<file path="src/rtl/reg_mem_arbiter.sv">
// reg_mem_arbiter: shares the single-port settings register memory between
// port 0 (UART command handler) and port 1 (gamma datapath fetch).
// Round-robin grant, one transaction in flight, read-only window protection,
// out-of-range rejection and memory clear sequencing.
// Ports:
//   clk, rst                  core clock, async active-high reset
//   reqN_valid/we/addr/wdata  request from port N (held until reqN_ready)
//   reqN_ready                combinational accept
//   reqN_done/err/rdata       registered completion pulse, error, read data
//   clr_req / clr_ack         memory clear request level / issue pulse
//   mem_addr/data_in/we/reset registered memory controls
//   mem_data_out              memory read data, READ_LAT cycles after mem_addr
module reg_mem_arbiter #(
   parameter int unsigned DATA_WIDTH = 16,
   parameter int unsigned RO_DEPTH   = 128,
   parameter int unsigned RW_DEPTH   = 128,
   parameter int unsigned READ_LAT   = 1,
   localparam int unsigned AW        = $clog2(RO_DEPTH + RW_DEPTH)
) (
   input  logic                  clk,
   input  logic                  rst,
   input  logic                  req0_valid,
   input  logic                  req0_we,
   input  logic [AW-1:0]         req0_addr,
   input  logic [DATA_WIDTH-1:0] req0_wdata,
   output logic                  req0_ready,
   output logic                  req0_done,
   output logic                  req0_err,
   output logic [DATA_WIDTH-1:0] req0_rdata,
   input  logic                  req1_valid,
   input  logic                  req1_we,
   input  logic [AW-1:0]         req1_addr,
   input  logic [DATA_WIDTH-1:0] req1_wdata,
   output logic                  req1_ready,
   output logic                  req1_done,
   output logic                  req1_err,
   output logic [DATA_WIDTH-1:0] req1_rdata,
   input  logic                  clr_req,
   output logic                  clr_ack,
   output logic [AW-1:0]         mem_addr,
   output logic [DATA_WIDTH-1:0] mem_data_in,
   output logic                  mem_we,
   input  logic [DATA_WIDTH-1:0] mem_data_out,
   output logic                  mem_reset
);

   localparam int unsigned TOTAL = RO_DEPTH + RW_DEPTH;
   localparam int unsigned CW    = $clog2(READ_LAT + 1);

   typedef enum logic [1:0] {IDLE, RD_WAIT, RD_CAP} state_t;

   state_t                state;
   logic [CW-1:0]         rdCnt;
   logic                  rrPtr;
   logic                  curPort;

   logic                  bothValid;
   logic                  grantValid;
   logic                  grantPort;
   logic                  reqWe;
   logic [AW-1:0]         reqAddr;
   logic [DATA_WIDTH-1:0] reqWdata;
   logic                  outRange;
   logic                  roHit;
   logic                  reject;

   // Grant selection and access checks for the cycle a request is accepted.
   always_comb begin
      bothValid  = req0_valid && req1_valid;
      grantValid = !rst && (state == IDLE) && !clr_req && (req0_valid || req1_valid);
      grantPort  = bothValid ? rrPtr : req1_valid;
      req0_ready = grantValid && !grantPort;
      req1_ready = grantValid && grantPort;
      reqWe      = grantPort ? req1_we    : req0_we;
      reqAddr    = grantPort ? req1_addr  : req0_addr;
      reqWdata   = grantPort ? req1_wdata : req0_wdata;
      // One extra bit so the total depth is representable even when it is 2**AW.
      outRange   = (AW+1)'(reqAddr) >= (AW+1)'(TOTAL);
      roHit      = reqWe && ((AW+1)'(reqAddr) < (AW+1)'(RO_DEPTH));
      reject     = outRange || roHit;
   end

   // Arbiter FSM with all memory and completion outputs registered.
   always_ff @(posedge clk or posedge rst) begin
      if (rst) begin
         state       <= IDLE;
         rdCnt       <= '0;
         rrPtr       <= 1'b0;
         curPort     <= 1'b0;
         req0_done   <= 1'b0;
         req0_err    <= 1'b0;
         req0_rdata  <= '0;
         req1_done   <= 1'b0;
         req1_err    <= 1'b0;
         req1_rdata  <= '0;
         clr_ack     <= 1'b0;
         mem_addr    <= '0;
         mem_data_in <= '0;
         mem_we      <= 1'b0;
         mem_reset   <= 1'b0;
      end else begin
         // Pulse outputs default low; rdata is only non-zero alongside done.
         req0_done  <= 1'b0;
         req0_err   <= 1'b0;
         req0_rdata <= '0;
         req1_done  <= 1'b0;
         req1_err   <= 1'b0;
         req1_rdata <= '0;
         clr_ack    <= 1'b0;
         mem_we     <= 1'b0;
         mem_reset  <= 1'b0;

         case (state)
            IDLE: begin
               if (clr_req) begin
                  mem_reset <= 1'b1;
                  clr_ack   <= 1'b1;
               end else if (grantValid) begin
                  if (bothValid) rrPtr <= ~grantPort;
                  curPort <= grantPort;
                  if (reject || reqWe) begin
                     // Rejects and writes complete in the cycle after accept.
                     if (grantPort) begin
                        req1_done <= 1'b1;
                        req1_err  <= reject;
                     end else begin
                        req0_done <= 1'b1;
                        req0_err  <= reject;
                     end
                     if (!reject) begin
                        mem_addr    <= reqAddr;
                        mem_data_in <= reqWdata;
                        mem_we      <= 1'b1;
                     end
                  end else begin
                     mem_addr <= reqAddr;
                     rdCnt    <= CW'(READ_LAT);
                     state    <= RD_WAIT;
                  end
               end
            end
            RD_WAIT: begin
               // Stays READ_LAT cycles so RD_CAP lines up with valid read data.
               if (rdCnt == CW'(1)) state <= RD_CAP;
               else                 rdCnt <= rdCnt - CW'(1);
            end
            RD_CAP: begin
               if (curPort) begin
                  req1_done  <= 1'b1;
                  req1_rdata <= mem_data_out;
               end else begin
                  req0_done  <= 1'b1;
                  req0_rdata <= mem_data_out;
               end
               state <= IDLE;
            end
            default: state <= IDLE;
         endcase
      end
   end

endmodule

</file>
<file path="config.mk">
export PLATFORM = sky130hd
export DESIGN_NAME = reg_mem_arbiter
export DESIGN_NICKNAME = d
export VERILOG_FILES = /design/src/rtl/reg_mem_arbiter.sv
export SDC_FILE = /design/constraint.sdc
export NUM_CORES = 1
export LEC_CHECK = 0
export BUFFER_PORTS_ARGS = -buffer_cell sky130_fd_sc_hd__buf_2
export CORE_ASPECT_RATIO = 0.8
export CORE_UTILIZATION = 43
export DETAILED_ROUTE_END_ITERATION = 10
export GPL_ROUTABILITY_DRIVEN = 0
export GPL_TIMING_DRIVEN = 1
export PLACE_DENSITY_LB_ADDON = 0.15
export SYNTH_ARGS = -nofsm -noshare
export SYNTH_HDL_FRONTEND = slang
export SYNTH_SLANG_ARGS = --single-unit
</file>
<file path="constraint.sdc">
create_clock -name clk -period 3.2 [get_ports clk]
set_clock_uncertainty 0.2 [all_clocks]
set_input_delay 0.64 -clock clk [delete_from_list [all_inputs] [get_ports clk]]
set_output_delay 0.64 -clock clk [all_outputs]
set_load 0.01 [all_outputs]
</file>
==> results.sh <==
export IMPL_grt_pass1_wl_um=8710
export IMPL_start_kind="flop"
export IMPL_cp_cell_sequence="or4_2 -> nor2_1 -> buf_2"
export IMPL_antenna_found_initial=0
export IMPL_crit_slowest_cell="or4_2"
export IMPL_criticalPathCategory="flop to primary output"
export IMPL_post_cts_buffers=0
export IMPL_grt_pass1_vias=1862
export IMPL_path_max_fanout=7
export IMPL_fin_crit_sh_pct=84.7
export IMPL_drt_initial_drc_count=64
export IMPL_ys_warn_count=0
export IMPL_cp_num_cells=3
export IMPL_synthesis_area_mm2=0.00273
export IMPL_overflow=0
export IMPL_setup_viol=0
export IMPL_die_w_um=91.1
export IMPL_yosysUniqueCellTypes=35
export IMPL_die_h_um=73.3
export IMPL_slew_viol_final=0
export IMPL_die_area_mm2=0.00668
export IMPL_place_ws_ns=0.615
export IMPL_cts_hold_buf=0
export IMPL_start_util_pct=45.5
export IMPL_syn_inst=193
export IMPL_ys_seq_area_share_pct=61.4
export IMPL_cts_tree="done"
export IMPL_finalHoldViolations=0
export IMPL_fin_tns_setup_ns=0
export IMPL_rrSetupSlack_ns=1.02
export IMPL_wl_per_cell_um=12.7
export IMPL_clk_pin_slew_worst_paths_ns=0.07
export IMPL_antenna_left=0
export IMPL_synth_seq_cells=67
export IMPL_nNetsFinal=405
export IMPL_maxSlewHeadroom_pct=58.7
export IMPL_viasPerCell=4.62
export IMPL_p_per_area_mw_per_mm2=651
export IMPL_netlist_area_leader_share_pct=61.4
export IMPL_pin_count=136
export IMPL_tightest_slew_ns=0.618
export IMPL_path_buf_inv=1
export IMPL_hpwl_um=4060
export IMPL_max_cap_viol_count=0
export IMPL_first_pass_iters=4
export IMPL_startpoint="state[0]"
export IMPL_cts_sinks=67
export IMPL_rsz0062_at_grt="false"
export IMPL_cts_buffers=9
export IMPL_htree_num_levels=3
export IMPL_timing_rr_start="state[0]"
export IMPL_synth_net_count=264
export IMPL_groute_usage_overall_pct=17.2
export IMPL_syn_to_final_growth_pct=36.6
export IMPL_diodes=0
export IMPL_peakVddDrop_uv=323
export IMPL_vias=1939
export IMPL_cp_required_ns=2.36
export IMPL_drc=0
export IMPL_hold_path_class="input port to async pin"
export IMPL_clk_latency_ns=0.33
export IMPL_reg2reg_depth=4
export IMPL_cts_root_buffer="clkbuf_8"
export IMPL_core_mm2=0.00601
export IMPL_syn_avg_cell_area_um2=14.2
export IMPL_finalCriticalPeriod_ns=2.71
export IMPL_fin_ws_ns=0.489
export IMPL_cp_arrival_ns=1.87
export IMPL_port_buffers=135
export IMPL_status="completed"
export IMPL_cts_repair_resize_count=0
export IMPL_drive_above_1_share_pct=61.7
export IMPL_multiInputGateArea_um2=995
export IMPL_slowest_delay_ns=0.71
export IMPL_netlist_top_cells_area="dfrtp_1, mux2_2, and2_1"
export IMPL_fillCellCount=518
export IMPL_path_delay_family="simple AND/OR/NAND/NOR gates"
export IMPL_max_freq_mhz=369
export IMPL_p_leak_nw=1.99
export IMPL_clk_path_buf_depth=2
export IMPL_netlist_top_cell_by_area="dfrtp_1"
export IMPL_worstSetupEndpointType="primary output"
export IMPL_final_seq_area_mm2=0.00168
export IMPL_r2r_end="mem_data_in[8]"
export IMPL_placementRows=25
export IMPL_grt_max_degree=40
export IMPL_wl_um=5350
cells by family (layout without fill, tap and decap cells):
group | Yosys count | after routing | share of synthesized area, %
simple gates | 53 | 53 | 12.5
buf+inv | 12 | 158 | 2.20
compound gates | 13 | 13 | 4.31
xor+xnor | 1 | 1 | 0.321
mux | 47 | 47 | 19.3
flops | 67 | 67 | 61.4
placed cells by master (no fill, tap or decap), drive strengths merged:
cell type  count
a21o           2
a21oi          2
a311oi         1
a31oi          1
and2          32
and3b          1
buf          138
bufinv         2
clkbuf        10
clkinvlp       1
dfrtp         67
inv            7
mux2          46
mux2i          1
nand2          2
nand2b         1
nand3          2
nand3b         1
nand4          1
nor2           3
nor2b          1
nor3           4
nor3b          2
nor4           1
o211ai         1
o21ai          4
o21bai         1
o2bb2ai        1
or2b           1
or4            1
xnor2          1
how the worst max path moves through the flow:
stage,end,slack [ns]
after floorplan,curPort,0.68
after global placement,req1_ready,0.62
after detailed placement,req1_ready,0.61
after CTS,req1_ready,0.49
after global routing,req1_ready,0.43
final,req1_ready,0.49
power breakdown:
| group | total (mW) | leakage [nW] | internal (mW) | switching [mW] |
|---|---|---|---|---|
| Sequential | 1.07 | 0.874 | 1.00 | 0.0729 |
| Combinational | 0.565 | 1.01 | 0.302 | 0.262 |
| Clock | 0.789 | 0.114 | 0.468 | 0.321 |
stage by stage:
step                area (µm²)  hold WS [ns]  power [mW]  instances  utilization [%]
finish                    3730         0.219        2.43        420             62.1
global placement          3500         0.246        1.66        404             58.3
floorplan                 2730         0.235        1.42        193                -
detailed placement        3500         0.260        1.67        404             58.3
CTS                       3730         0.235        2.46        420             62.1
global route              3730         0.270        2.56        420             62.1
layout make-up:
type	count	area share, %
Multi-Input combinational cell	114	26.7
Inverter	4	0.403
Timing Repair Buffer	138	19.1
Clock inverter	6	2.52
Clock buffer	10	3.69
Tap cell	81	2.72
Sequential cell	67	45.0
sequential cells by signal (all words and copies together) (netlist names):
register     cells
mem_reset        1
req0_done        1
req1_done        1
curPort          1
req1_err         1
req0_err         1
mem_addr         8
req0_rdata      16
rdCnt            1
state            2
req1_rdata      16
rrPtr            1
mem_data_in     16
mem_we           1
routing by layer:
layer | share of wire [%] | track usage (%) | up-vias
li1 | - | - | 946
met1 | 45 | 21.9 | 914
met2 | 48 | 27.9 | 74
met3 | 6.6 | 6.42 | 5
met4 | 0.71 | 4.76 | 0
met5 | 0 | 0 | -
cells in the mapped netlist, drive strengths merged:
cell type,number
a31oi,1
a311oi,1
xnor2,1
and2,32
a21o,2
o2bb2ai,1
and3b,1
nor2b,1
o211ai,1
inv,4
nor4,1
nand2b,1
o21bai,1
nand4,1
mux2,46
nor3b,2
a21oi,2
buf,5
clkbuf,3
dfrtp,67
o21ai,4
nor3,4
or4,1
nor2,3
nand3,2
or2b,1
mux2i,1
nand3b,1
nand2,2
No activity file was read; power rests on OpenSTA's default activity.
